### src/rtl/agu_pipe_stage.sv
// Address-generation stage: operand bypass, four address modes, misalign
// detection and counting, and a 2-entry skid buffer between ID and MEM.
module agu_pipe_stage #(
    parameter int WIDTH   = 32,
    parameter int NUM_FWD = 2,
    parameter int TAG_W   = 16
) (
    input  logic                     clk,
    input  logic                     rst,
    input  logic                     clkEn,
    input  logic                     flush,
    input  logic                     in_valid,
    output logic                     in_ready,
    input  logic [WIDTH-1:0]         in_pc,
    input  logic [WIDTH-1:0]         in_r1,
    input  logic [WIDTH-1:0]         in_r2,
    input  logic [WIDTH-1:0]         in_imm,
    input  logic [1:0]               in_mode,
    input  logic [1:0]               in_size,
    input  logic [TAG_W-1:0]         in_tag,
    input  logic [NUM_FWD*WIDTH-1:0] fwd_data,
    input  logic [NUM_FWD-1:0]       fwd_hit1,
    input  logic [NUM_FWD-1:0]       fwd_hit2,
    output logic                     out_valid,
    input  logic                     out_ready,
    output logic [WIDTH-1:0]         out_addr,
    output logic [1:0]               out_size,
    output logic                     out_misalign,
    output logic [TAG_W-1:0]         out_tag,
    output logic [15:0]              misalign_cnt
);

    typedef struct packed {
        logic [WIDTH-1:0] addr;
        logic [1:0]       size;
        logic             mis;
        logic [TAG_W-1:0] tag;
    } ent_t;

    ent_t        main_q, main_d, skid_q, skid_d, new_ent;
    logic        mv_q, mv_d, sv_q, sv_d;
    logic [15:0] cnt_q, cnt_d;
    logic [WIDTH-1:0] op1, op2, addr;
    logic        mis, push, pop;

    // Walk channels high to low so the lowest-index hit is the last to win.
    always_comb begin
        op1 = in_r1;
        op2 = in_r2;
        for (int k = NUM_FWD - 1; k >= 0; k--) begin
            if (fwd_hit1[k]) op1 = fwd_data[k*WIDTH +: WIDTH];
            if (fwd_hit2[k]) op2 = fwd_data[k*WIDTH +: WIDTH];
        end
    end

    always_comb begin
        case (in_mode)
            2'd0:    addr = op1 + op2;
            2'd1:    addr = op1 + in_imm;
            2'd2:    addr = in_pc + in_imm;
            default: addr = in_imm;
        endcase
        case (in_size)
            2'd0:    mis = 1'b0;
            2'd1:    mis = addr[0];
            2'd2:    mis = |addr[1:0];
            default: mis = |addr[2:0];
        endcase
        new_ent = '{addr: addr, size: in_size, mis: mis, tag: in_tag};
    end

    assign in_ready  = clkEn & ~sv_q;
    assign out_valid = clkEn & mv_q;
    assign push      = in_valid & in_ready & ~flush;
    assign pop       = out_valid & out_ready & ~flush;

    always_comb begin
        main_d = main_q;
        skid_d = skid_q;
        mv_d   = mv_q;
        sv_d   = sv_q;
        cnt_d  = cnt_q;
        if (clkEn) begin
            if (flush) begin
                mv_d = 1'b0;
                sv_d = 1'b0;
            end else begin
                if (pop) begin
                    if (sv_q) begin
                        main_d = skid_q;
                        sv_d   = 1'b0;
                    end else if (push) begin
                        main_d = new_ent;
                    end else begin
                        mv_d = 1'b0;
                    end
                end else if (push) begin
                    if (mv_q) begin
                        skid_d = new_ent;
                        sv_d   = 1'b1;
                    end else begin
                        main_d = new_ent;
                        mv_d   = 1'b1;
                    end
                end
                if (push && mis && cnt_q != 16'hFFFF) cnt_d = cnt_q + 16'd1;
            end
        end
    end

    always_ff @(posedge clk or posedge rst) begin
        if (rst) begin
            main_q <= '0;
            skid_q <= '0;
            mv_q   <= 1'b0;
            sv_q   <= 1'b0;
            cnt_q  <= '0;
        end else begin
            main_q <= main_d;
            skid_q <= skid_d;
            mv_q   <= mv_d;
            sv_q   <= sv_d;
            cnt_q  <= cnt_d;
        end
    end

    assign out_addr     = main_q.addr;
    assign out_size     = main_q.size;
    assign out_misalign = main_q.mis;
    assign out_tag      = main_q.tag;
    assign misalign_cnt = cnt_q;

endmodule

### config.mk
export PLATFORM = sky130hd
export DESIGN_NAME = agu_pipe_stage
export DESIGN_NICKNAME = d
export VERILOG_FILES = /design/src/rtl/agu_pipe_stage.sv
export SDC_FILE = /design/constraint.sdc
export NUM_CORES = 1
export LEC_CHECK = 0
export CAP_MARGIN = 5
export CORE_ASPECT_RATIO = 1.2
export CORE_MARGIN = 10
export CORE_UTILIZATION = 53
export CTS_CLUSTER_DIAMETER = 30
export CTS_CLUSTER_SIZE = 10
export DETAILED_ROUTE_END_ITERATION = 10
export PLACE_DENSITY = 0.87
export SETUP_SLACK_MARGIN = 0.02
export SLEW_MARGIN = 20
export SYNTH_ARGS = -nofsm -noshare
export SYNTH_HDL_FRONTEND = slang
export SYNTH_SLANG_ARGS = --single-unit
### constraint.sdc
create_clock -name clk -period 6.5 [get_ports clk]
set_input_delay 1.3 -clock clk [delete_from_list [all_inputs] [get_ports clk]]
set_output_delay 1.3 -clock clk [all_outputs]
set_load 0.005 [all_outputs]
## Word-level counts from Yosys, hierarchy flattened

Cells that the tools add are included.

- Add/subtract/negate cells: 4
- Equal/unequal tests: 8
- Muxes and demuxes: 20
- Bitwise operators: 9
- Reductions and logical operators: 15

Operators with widths:

| cell | count |
|---|---|
| $mux 51 | 5 |
| $mux 32 | 4 |
| $add 32x32->32 | 3 |
| $pmux 32 s3 | 1 |
| $add 16x1->16 const B | 1 |
| $ne 16x16->1 const B | 1 |
| $reduce_and 5->1 | 2 |
| $mux 1 | 9 |
| $and 1x1->1 | 6 |
| $ne 3x3->1 const B | 2 |
| $reduce_and 3->1 | 2 |
| $reduce_bool 3->1 | 2 |
| $eq 2x1->1 const B | 2 |
| $eq 2x2->1 const B | 2 |
| $logic_not 2->1 | 2 |
| $reduce_and 4->1 | 1 |
| $reduce_bool 2->1 | 2 |
| $not 1->1 | 3 |
| $pmux 1 s3 | 1 |
| $reduce_or 3->1 | 1 |
| $logic_and 1x1->1 | 2 |
| $ne 2x1->1 const B | 1 |
| $reduce_or 2->1 | 1 |

- Register bits after elaboration: 120
- Input bits: 222
- Output and inout bits: 69
- Word-level logic and storage cells: 67

## Longest topological paths before layout

Gate-level depths: netlist of run 1.

- Depth after elaboration: 9
- Mapped depth: 18
- Gate-level depth less buffers: 15

## Worst setup path after synthesis of run 1

No wires, ideal clock.

- Kind: input-to-reg
- Start point: in fwd_hit1[1]
- End point: reg main_q (netlist bit out_addr[24])
- Setup time: 0.126 ns
- Arrival time: 4.804 ns
- Required time: 6.374 ns
- Path slack: 1.570 ns
- Stages on the path: 16
- Path buffers: 2
- Path through: clkbuf_1 buf_1 mux2i_1 o21ai_0 mux2_2 ha_1 fa_1 a21oi_1 o21ai_1 a41oi_2 o311ai_2 a21oi_2 o31ai_1 a2111oi_2 nor3_1 a221o_1

- Cells in the longest elaborated chain, start to end: 7
- Elaborated cells on any way between the ends: 10
- Classes of those cells: add/sub (2); mux (8)

Ends and longest elaborated chain:

| what | RTL line | text |
|---|---|---|
| start, declared | 22 | `input logic [NUM_FWD-1:0] fwd_hit1,` |
| $mux 32 * (2 in a row) | 51 | `if (fwd_hit1[k]) op1 = fwd_data[k*WIDTH +: WIDTH];` |
| $add 32x32->32, on equally long branches | 59, 58 |  |
| $pmux 32 s3 * | 57 | `case (in_mode)` |
| $mux 51, on equally long branches | 98, 92 |  |
| $mux 51, on equally long branches | 97, 89 |  |
| $mux 51 * | 88 | `if (pop) begin` |
| end signal, assigned | 119 | `main_q <= main_d;` |
| end, declared | 40 | `ent_t main_q, main_d, skid_q, skid_d, new_ent;` |

Every way passes the cells marked *; elsewhere a longest branch is shown, timed or not. The select of a mux whose other input is x is not followed.
A chain may end at the register's enable or synchronous reset.

## Worst setup path after layout of run 1

- Start point: in fwd_hit1[0]
- End point: reg main_q (netlist bit out_addr[15])

- Cells in the longest elaborated chain, start to end: 6
- Elaborated cells on any way between the ends: 9
- Classes of those cells: add/sub (2); mux (7)

Ends and longest elaborated chain:

| what | RTL line |
|---|---|
| $mux 32 * | 51 |
| $add 32x32->32, on equally long branches | 59, 58 |
| $pmux 32 s3 * | 57 |
| $mux 51, on equally long branches | 98, 92 |
| $mux 51, on equally long branches | 97, 89 |
| $mux 51 * | 88 |

Marked as above.

==> metrics.md, run 1 <==
| Metric | Value |
|---|---|
| Hold_buf cts | `0` |
| I/O pins | `just under 300` |
| Fin nets | `around 1800` |
| Synth cell count leaders | `218 x nand2_1, 122 x o21ai_0, 120 x dfrtp_1` |
| Worst-case reg-to-reg path depth | `10` |
| Place WS | `around 0.97 ns` |
| Min cycle time layout | `about 5.2 ns` |
| Hold Path Class | `flip-flop to flip-flop` |
| MaxCap Viol Count | `0` |
| Cell accounting for the most synthesized area | `dfrtp_1` |
| Count of clock tree sinks | `120` |
| Worst Path Max Fanout | `64` |
| Worst path cell trace | `buf_2 -> a21oi_1 -> o21ai_0 -> ha_1 -> a211oi_1 -> o21ai_0 -> a31o_2 -> a21oi_2 -> o21ai_1 -> a21oi_1 -> xnor2_1 -> a222oi_1 -> a21oi_1 -> a21o_1` |
| Total CTS buffers | `17` |
| RSZ-0062 raised after global routing | `no` |
| Crit. Startpoint | `fwd_hit1[0]` |
| Startpoint Class | `input port` |
| Routed vias | `between 10000 and 15000` |
| Synth top area cells | `dfrtp_1 29%, ha_1 8.0%, nand2_1 7.9%` |
| Most common cell type on the critical path | `a21oi_1` |
| Total global routing overflow | `0` |
| HPWL after DPL | `about 28000 um` |
| Worst path required time | `between 6 and 7 ns` |
| DRC viols | `0` |
| Most common cell in the synthesized netlist | `nand2_1` |
| Core Box Area | `between 15000 and 20000 sq um` |
| Setup crit end | `out_addr[15]` |
| Via-to-Cell Ratio | `a little under 6` |
| PwrDens | `around 270 nW/um^2` |
| Post-synth top flop | `dfrtp_1` |
| Max Fclk | `around 190 MHz` |
| Syn Nets | `between 1500 and 2000` |
| Total Wirelength | `~36000 um` |
| Max_slew headroom | `between 20 and 30%` |
| Arrival time at the worst endpoint | `between 5 and 6 ns` |
| Worst clock skew | `~0.0072 ns` |
| Critical path's largest stage delay | `between 0.6 and 0.7 ns` |
| Drt wl/cell | `approximately 20 um` |
| Layout cells sized above 1 | `under 10%` |
| Worst R2R Setup Slack | `a little under 4 ns` |
| Library cells used by synthesis | `between 60 and 70` |
| Worst VDD drop | `about 0.23 mV` |
| Filler instances | `1524` |
| CTS HTree Levels | `4` |
| Fin crit share | `roughly four fifths` |
| Initial antenna violation count | `3` |
| Final hold slack | `0.4783 ns` |
| Syn avg cell area | `between 8 and 9 sq um` |
| Drt pass-1 iters | `6` |
| Mapped Cells | `about 1300` |
| Global-route wire length before repair | `approximately 56000 um` |
| Top cell type's share of synthesized area | `28.94%` |
| Seq/Total Area, Yosys | `just under 30%` |
| Core Util, Final | `between 70% and 80%` |
| Antenna Nets Post-Route | `0` |
| Total GRT Usage | `between 20% and 30%` |
| Max-slew violations | `0` |
| Largest net degree at the start of global routing | `between 70 and 80` |
| Initial Util | `between 50% and 60%` |
| Final setup TNS | `0 ns` |
| Total Die Area | `about 26000 sq um` |
| FF-to-FF End | `misalign_cnt[6]` |
| Clk root buf | `clkbuf_16` |
| Post-CTS resize count | `0` |
| Clk Latency, worst-skew pair | `0.41 ns` |
| Cell area after placement | `around 13000 sq um` |
| Reg clk slew, reported paths | `~0.06 ns` |
| Die Wd | `approximately 150 um` |
| Post-synth EDFFs | `0` |
| Clk buf depth | `2` |
| Final instance area | `around 14000 sq um` |
| FF+latch count, synth | `120` |
| Synth Warn # | `0` |
| Fraction of registers with async set/reset | `100.0%` |
| Area Overhead vs Synth | `34.65%` |
| WP depth | `14` |
| Mapped Area | `10380 sq um` |
| Post-CTS setup buffers | `0` |
| Vias in the first global route | `~11000` |
| Initial DRC count | `755` |
| Reg2reg start | `misalign_cnt[5]` |
| Rows | `between 50 and 60` |
| Buffers & Inverters on Critical Path | `1` |
| Worst Max-Slew Pin Slew | `~1.1 ns` |
| Post-Layout Cell Count | `between 1500 and 2000` |
| Port buffer count | `290` |
| CTS tree | `done` |
| Crit-path leading delay family | `compound AO/OA/AOI/OAI gates` |
| Power Total | `~3.7 mW` |
| Final-report setup violation count | `0` |
| Status | `finished, final reports clean` |
| CP Class | `input port to flip-flop` |
| Placed Instances | `~1800` |
| Final Wtd Congestion | `around 0.96` |
| Critical path endpoint category | `flip-flop` |
| Fin worst setup slack | `approximately 1.3 ns` |
| Critical path's slowest cell | `buf_2` |
| P_leak | `about 6.1 nW` |
| DIE HEIGHT | `173.3 um` |
| Hold Violations, Final | `0` |
power by group:
group | switching, mW | total (mW) | internal [mW]
Sequential | 0.167 | 1.18 | 1.01
Clock | 0.349 | 0.925 | 0.576
Combinational | 0.785 | 1.64 | 0.858
Total | 1.30 | 3.74 | 2.44
cell usage in the layout, fill, tap and decap left out, types with 6 or more instances in the layout:
cell             synthesis  layout
clkdlybuf4s50_1          0     286
nand2_1                218     218
o21ai_0                122     122
dfrtp_1                120     120
a21oi_1                103     103
nor2_1                  80      80
ha_1                    66      65
mux2i_1                 64      64
mux2_2                  63      63
xnor2_1                 47      47
a31oi_1                 33      33
inv_1                   29      28
xor2_1                  23      23
a21o_1                  22      22
a22oi_1                 18      18
nand3_1                 18      17
clkbuf_16                0      17
nor2b_1                 15      15
nand4_1                 14      14
a221oi_1                13      13
buf_4                    0      12
o21a_1                  10      10
o21bai_1                10      10
nand2b_1                 9       9
o211ai_1                 6       6
o31ai_1                  6       6
nor3_1                   6       6
o22ai_1                  6       6
per-layer routing:
| layer | share of wire [%] | vias up | global-route usage, % | wire, um |
|---|---|---|---|---|
| met5 | 0.036 | - | 0 | 13 |
| met4 | 2.7 | 2 | 9.016 | 961 |
| met3 | 8.9 | 65 | 6.973 | 3179 |
| met2 | 49 | 503 | 45.62 | 17520 |
| met1 | 39 | 5009 | 31.24 | 13970 |
| li1 | - | 5090 | - | - |
kinds of logic after synthesis:
logic type | synth area share, %
DFF | 28.94
xor gates and xnor gates | 5.908
adders and majority gates | 8.343
buffers and inverters | 4.063
AOI/OAI and AO/OA | 23.55
muxes | 13.01
and+or+nand+nor | 16.19
worst min path at each step:
stage / start / end / slack, ns / cells past startpoint
CTS: skid_q[31] / skid_q[31] / 0.48 / 2
floorplan: skid_q[34] / skid_q[34] / 0.44 / 2
global route: skid_q[33] / skid_q[33] / 0.50 / 2
global placement: skid_q[42] / skid_q[42] / 0.46 / 2
detailed placement: out_addr[15] / out_addr[15] / 0.46 / 1
finish: skid_q[31] / skid_q[31] / 0.48 / 2
final cells by class:
cell class	instances	area [sq um]	area share, %
well taps	261	326.6	2.337
repair buffers	302	2973	21.28
inverters	29	111.4	0.7969
multi-input cells	1047	6969	49.87
diodes	2	5.005	0.03582
flip-flops and latches	120	3003	21.49
clock inverters	13	146.4	1.048
clock buffers	18	439.2	3.143
worst reg2reg max path, delay by kind of cell, from the launching register on:
| kind | cells | cell delay [ns] |
|---|---|---|
| XOR/XNOR | 1 | 0.18 |
| flip-flops | 1 | 0.42 |
| AND/OR/NAND/NOR | 9 | 1.91 |
flip-flops by register name, indices dropped and copies added (netlist names):
signal / count
skid_q: 51
out_size: 2
out_tag: 16
mv_q: 1
out_misalign: 1
misalign_cnt: 16
sv_q: 1
out_addr: 32
No activity file was read; power rests on OpenSTA's default activity.
==> run 2: changes to the inputs <==
Settings changed: CORE_UTILIZATION 53 to 45, PLACE_DENSITY 0.87 to 0.79.
Clock period 6.5 ns to 4.58 ns, I/O delays scaled along.
==> metrics.md, run 2 (synthesis results as in run 1) <==
| Metric | Value |
|---|---|
| Status | `finished, final reports clean` |
| Final-report setup violation count | `0` |
| Initial DRC count | `between 600 and 700` |
| Die Wd | `about 160 um` |
| Total CTS buffers | `17` |
| Count of clock tree sinks | `between 100 and 150` |
| Max_slew headroom | `roughly two fifths` |
| MaxCap Viol Count | `0` |
| Clk Latency, worst-skew pair | `0.41 ns` |
| HPWL after DPL | `30240 um` |
| PwrDens | `366.8 nW/um^2` |
| Post-Layout Cell Count | `1919` |
| Most flops, register | `skid_q` |
| Worst-case reg-to-reg path depth | `10` |
| Crit. Startpoint | `in_mode[0]` |
| Global-route wire length before repair | `about 56000 um` |
| CP Class | `input port to flip-flop` |
| Worst R2R Setup Slack | `2.07 ns` |
| Area Overhead vs Synth | `41.40%` |
| Max-slew violations | `0` |
| Fin crit share | `between 90% and 100%` |
| Total Wirelength | `about 36000 um` |
| Final instance area | `14670 sq um` |
| Clk buf depth | `2` |
| I/O pins | `roughly 290` |
| Initial Util | `45.92%` |
| Worst Max-Slew Pin Slew | `~0.89 ns` |
| Hold Violations, Final | `0` |
| Antenna Nets Post-Route | `0` |
| Vias in the first global route | `~11000` |
| Worst VDD drop | `between 0.2 and 0.25 mV` |
| Most frequent cells in the layout | `286 x clkdlybuf4s50_1, 218 x nand2_1, 120 x o21ai_0, 120 x dfrtp_1, 101 x a21oi_1` |
| Hold_buf cts | `0` |
| Total Die Area | `just under 30000 sq um` |
| Final setup TNS | `0 ns` |
| Total global routing overflow | `0` |
| Power Total | `about 5.4 mW` |
| Antenna cells | `0` |
| Setup crit end | `out_addr[18]` |
| Drt wl/cell | `about 19 um` |
| Layout cells sized above 1 | `between 10% and 20%` |
| Min cycle time layout | `~4.4 ns` |
| Reg clk slew, reported paths | `0.05 ns` |
| Worst Path Max Fanout | `9` |
| Final hold slack | `about 0.47 ns` |
| DRC viols | `0` |
| Fin nets | `between 1500 and 2000` |
| Drt pass-1 iters | `5` |
| Port buffer count | `290` |
| RSZ-0062 raised after global routing | `no` |
| Final Wtd Congestion | `~0.96` |
| FF-to-FF End | `misalign_cnt[6]` |
| Worst clock skew | `around 0.015 ns` |
| Rows | `60` |
| Via-to-Cell Ratio | `approximately 5.6` |
| Most common cell after layout, fill and taps aside | `clkdlybuf4s50_1` |
| Filler instances | `~1900` |
| P_leak | `around 6.5 nW` |
| Cell area after placement | `approximately 14000 sq um` |
| Max Fclk | `approximately 230 MHz` |
| Placed Instances | `~1900` |
| Initial antenna violation count | `1` |
| Core Box Area | `~23000 sq um` |
| Hold Path Class | `flip-flop to flip-flop` |
| Max reg flops | `slightly above 50` |
| Critical path endpoint category | `flip-flop` |
| Startpoint Class | `input port` |
| Reg2reg start | `misalign_cnt[5]` |
| Arrival time at the worst endpoint | `~4.6 ns` |
| Clk root buf | `clkbuf_16` |
| Largest net degree at the start of global routing | `70` |
| Total GRT Usage | `about a quarter` |
| CTS HTree Levels | `4` |
| DIE HEIGHT | `about 190 um` |
| Routed vias | `~11000` |
| CTS tree | `done` |
| Worst path required time | `approximately 4.9 ns` |
## run 2: power breakdown
group	internal, mW	switching, mW
combinational	1.32	1.13
sequential	1.43	0.231
clock	0.760	0.507
## run 2: worst min path at each step
stage / slack, ns / from / cells past startpoint / endpoint
6_report: 0.47 / out_addr[15] / 1 / out_addr[15]
5_1_grt: 0.50 / out_misalign / 2 / out_misalign
4_1_cts: 0.48 / out_addr[15] / 1 / out_addr[15]
3_5_place_dp: 0.47 / out_addr[15] / 1 / out_addr[15]
3_3_place_gp: 0.46 / skid_q[41] / 2 / skid_q[41]
2_1_floorplan: 0.44 / skid_q[34] / 2 / skid_q[34]
## run 2: stage by stage
step	util [%]	setup WS (ns)
finish	64.94	0.2215
global route	64.94	0.02263
CTS	64.82	0.1566
detailed placement	62.31	-0.2706
global placement	62.31	-0.1409
floorplan	-	0.03350
## run 2: final cells by class
cell class                      count  area, sq um  share of cell area [%]
Clock inverter                     14        138.9                  0.9464
Multi-Input combinational cell   1047         6988                   47.62
Tap cell                          310        387.9                   2.643
Sequential cell                   120         3003                   20.46
Clock buffer                       18        429.2                   2.925
Inverter                           29        111.4                  0.7589
Timing Repair Buffer              381         3616                   24.64
## run 2: per-layer routing
metal | wire [um] | global-route usage [%] | vias up
met4 | 745 | 6.674 | 2
met1 | 14900 | 27.92 | 5098
met2 | 17810 | 40.43 | 400
met5 | 18 | 0 | -
li1 | - | - | 5247
met3 | 2923 | 6.619 | 44
## run 2: worst max-delay path: stages
cell             delay [ns]
clkdlybuf4s50_1        0.45
inv_1                  0.10
ha_1                   0.21
buf_4                  0.21
mux2_2                 0.37
ha_1                   0.32
and3_1                 0.17
a221o_1                0.38
a41oi_2                0.32
o311ai_4               0.16
xor2_1                 0.18
a222oi_1               0.52
nor2_1                 0.10
a21oi_1                0.13
o21ai_0                0.08
## run 2: repair_timing
action / 4_1_cts / 5_1_grt
setup buffers: 0 / 1
gates resized for setup: 0 / 6
endpoints found under the setup margin: 0 / 11
==> run 3: changes to the inputs <==
Settings changed: RECOVER_POWER from default to 25.
==> metrics.md, run 3 (synthesis results as in run 1) <==
| Metric | Value |
|---|---|
| Vias in the first global route | `~11000` |
| Global-route wire length before repair | `between 50000 and 60000 um` |
| Placed Instances | `about 1900` |
| CTS tree | `done` |
| Antenna cells | `0` |
| Max_slew headroom | `-73.95%` |
| Core Box Area | `around 23000 sq um` |
| Arrival time at the worst endpoint | `~4.6 ns` |
| HPWL after DPL | `30240 um` |
| Via-to-Cell Ratio | `5.619` |
| Worst path cell trace | `clkdlybuf4s50_1 -> inv_1 -> ha_1 -> buf_4 -> mux2_2 -> ha_1 -> and3_1 -> a221o_1 -> a41oi_2 -> o311ai_4 -> xor2_1 -> a222oi_1 -> nor2_1 -> a21oi_1 -> o21ai_0` |
| Critical path's slowest cell | `a222oi_1` |
| Routed vias | `10780` |
| Total CTS buffers | `17` |
| Initial Util | `a little under half` |
| Critical path endpoint category | `flip-flop` |
| Hold Path Class | `flip-flop to flip-flop` |
| Total global routing overflow | `0` |
| Most common cell type on the critical path | `ha_1` |
| Switching pwr | `1.870 mW` |
| Max-slew violations | `70` |
| Largest net degree at the start of global routing | `70` |
| Critical path's largest stage delay | `about 0.52 ns` |
| Drt wl/cell | `between 15 and 20 um` |
| I/O pins | `291` |
| CTS HTree Levels | `4` |
| Switching Share | `between 30% and 40%` |
| Total Die Area | `slightly below 30000 sq um` |
| Final hold slack | `0.4743 ns` |
| Most common cell after layout, fill and taps aside | `clkdlybuf4s50_1` |
| RSZ-0062 raised after global routing | `no` |
| Hold Violations, Final | `0` |
| Worst path required time | `4.85 ns` |
| Count of clock tree sinks | `120` |
| Die Wd | `between 150 and 200 um` |
| Clk root buf | `clkbuf_16` |
| DRC viols | `0` |
| Clk buf depth | `2` |
| Initial antenna violation count | `1` |
| Clk pwr share | `a little under a quarter` |
| Reg clk slew, reported paths | `roughly 0.050 ns` |
| Total GRT Usage | `23.61%` |
| Internal | `~3.5 mW` |
| Max Fclk | `between 200 and 250 MHz` |
| Worst Max-Slew Pin Slew | `2.609 ns` |
| Post-Layout Cell Count | `~1900` |
| DIE HEIGHT | `roughly 190 um` |
| Worst Path Max Fanout | `9` |
| Failing checks | `max-capacitance violations, max-slew violations` |
| Power Total | `between 5 and 6 mW` |
| Antenna Nets Post-Route | `0` |
| PwrDens | `367.0 nW/um^2` |
| Port buffer count | `290` |
| Worst VDD drop | `0.2334 mV` |
| P_leak | `6.540 nW` |
| Startpoint Class | `input port` |
| Drt pass-1 iters | `5` |
| Worst clock skew | `0.01522 ns` |
| Total Wirelength | `approximately 36000 um` |
| CP Class | `input port to flip-flop` |
| Status | `finished, violations left` |
| Fin crit share | `a little over nine tenths` |
| Place WS | `-0.2706 ns` |
| Final-report setup violation count | `0` |
| Layout cells sized above 1 | `a little over an eighth` |
| Clk Latency, worst-skew pair | `about 0.4 ns` |
| Area Overhead vs Synth | `41.36%` |
| Fin nets | `between 1500 and 2000` |
| MaxCap Viol Count | `1` |
| Reg power frac | `roughly 31%` |
| Fin worst setup slack | `~0.22 ns` |
| Initial DRC count | `611` |
| Comb power frac | `a little under half` |
| Rows | `60` |
| Max reg flops | `51` |
| Most flops, register | `skid_q` |
| Most frequent cells in the layout | `284 x clkdlybuf4s50_1, 218 x nand2_1, 120 x o21ai_0, 120 x dfrtp_1, 101 x a21oi_1` |
| Min cycle time layout | `4.357 ns` |
| Final Wtd Congestion | `around 0.96` |
-- run 3: cell count changes in the layout (fill, tap and decap cells not counted) --
cell,change
inv_1,+1
clkdlybuf4s50_1,-2
inv_4,-1
dlygate4sd3_1,+2
clkbuf_2,+1
buf_4,-1
-- run 3: layout make-up --
type                       count  area, sq um
fill                        1889         7928
timing repair buffer         381         3613
clock buffer                  18        429.2
sequential                   120         3003
tap                          310        387.9
inverter                      29        108.9
multi-input combinational   1047         6988
clock inverter                14        138.9
-- run 3: layer usage --
layer	GRT usage, %	share of wire (%)	up-vias
li1	-	-	5247
met1	27.92	41	5087
met2	40.43	49	403
met3	6.619	8.1	44
met4	6.674	2.0	2
met5	0	0.049	-
-- run 3: path summary, 6_finish.rpt --
check / slack, ns / endpoint / cells after the start / start
worst max-delay path: 0.22 / out_addr[18] / 15 / in_mode[0]
worst min register to register: 0.47 / out_addr[15] / 1 / out_addr[15]
worst min-delay path: 0.47 / out_addr[15] / 1 / out_addr[15]
min in group asynchronous: 1.87 / out_tag[4] / 2 / rst
max in group asynchronous: 1.05 / out_addr[8] / 3 / rst
worst max register to register: 2.07 / misalign_cnt[6] / 10 / misalign_cnt[5]
-- run 3: timing repair --
action / CTS / global route
setup buffers: 0 / 1
gates resized for setup: 0 / 6
endpoints found under the setup margin: 0 / 11
hold buffers: 0 / 0
-- run 3: worst max-delay path, delay by kind of cell --
family	cells	cell delay [ns]
buffers and inverters	3	0.76
AOI/OAI and AO/OA	6	1.59
adders and majority gates	2	0.53
and+or+nand+nor	2	0.27
xor gates and xnor gates	1	0.18
muxes	1	0.37
-- run 3: power groups by stage --
stage,logic [mW],registers (mW),clock network [mW]
2_1_floorplan,1.23,1.64,0
3_3_place_gp,2.39,1.66,0
3_5_place_dp,2.44,1.68,0
4_1_cts,2.45,1.66,1.29
5_1_grt,2.68,1.70,1.34
6_report,2.45,1.66,1.27
-- run 3: metrics by stage --
step	instance area, sq um	utilization (%)	setup TNS [ns]
after floorplan	10380	-	0
after global placement	14080	62.31	-0.2818
after detailed placement	14080	62.31	-3.651
after CTS	14650	64.82	0
after global routing	14670	64.92	0
final	14670	64.92	0
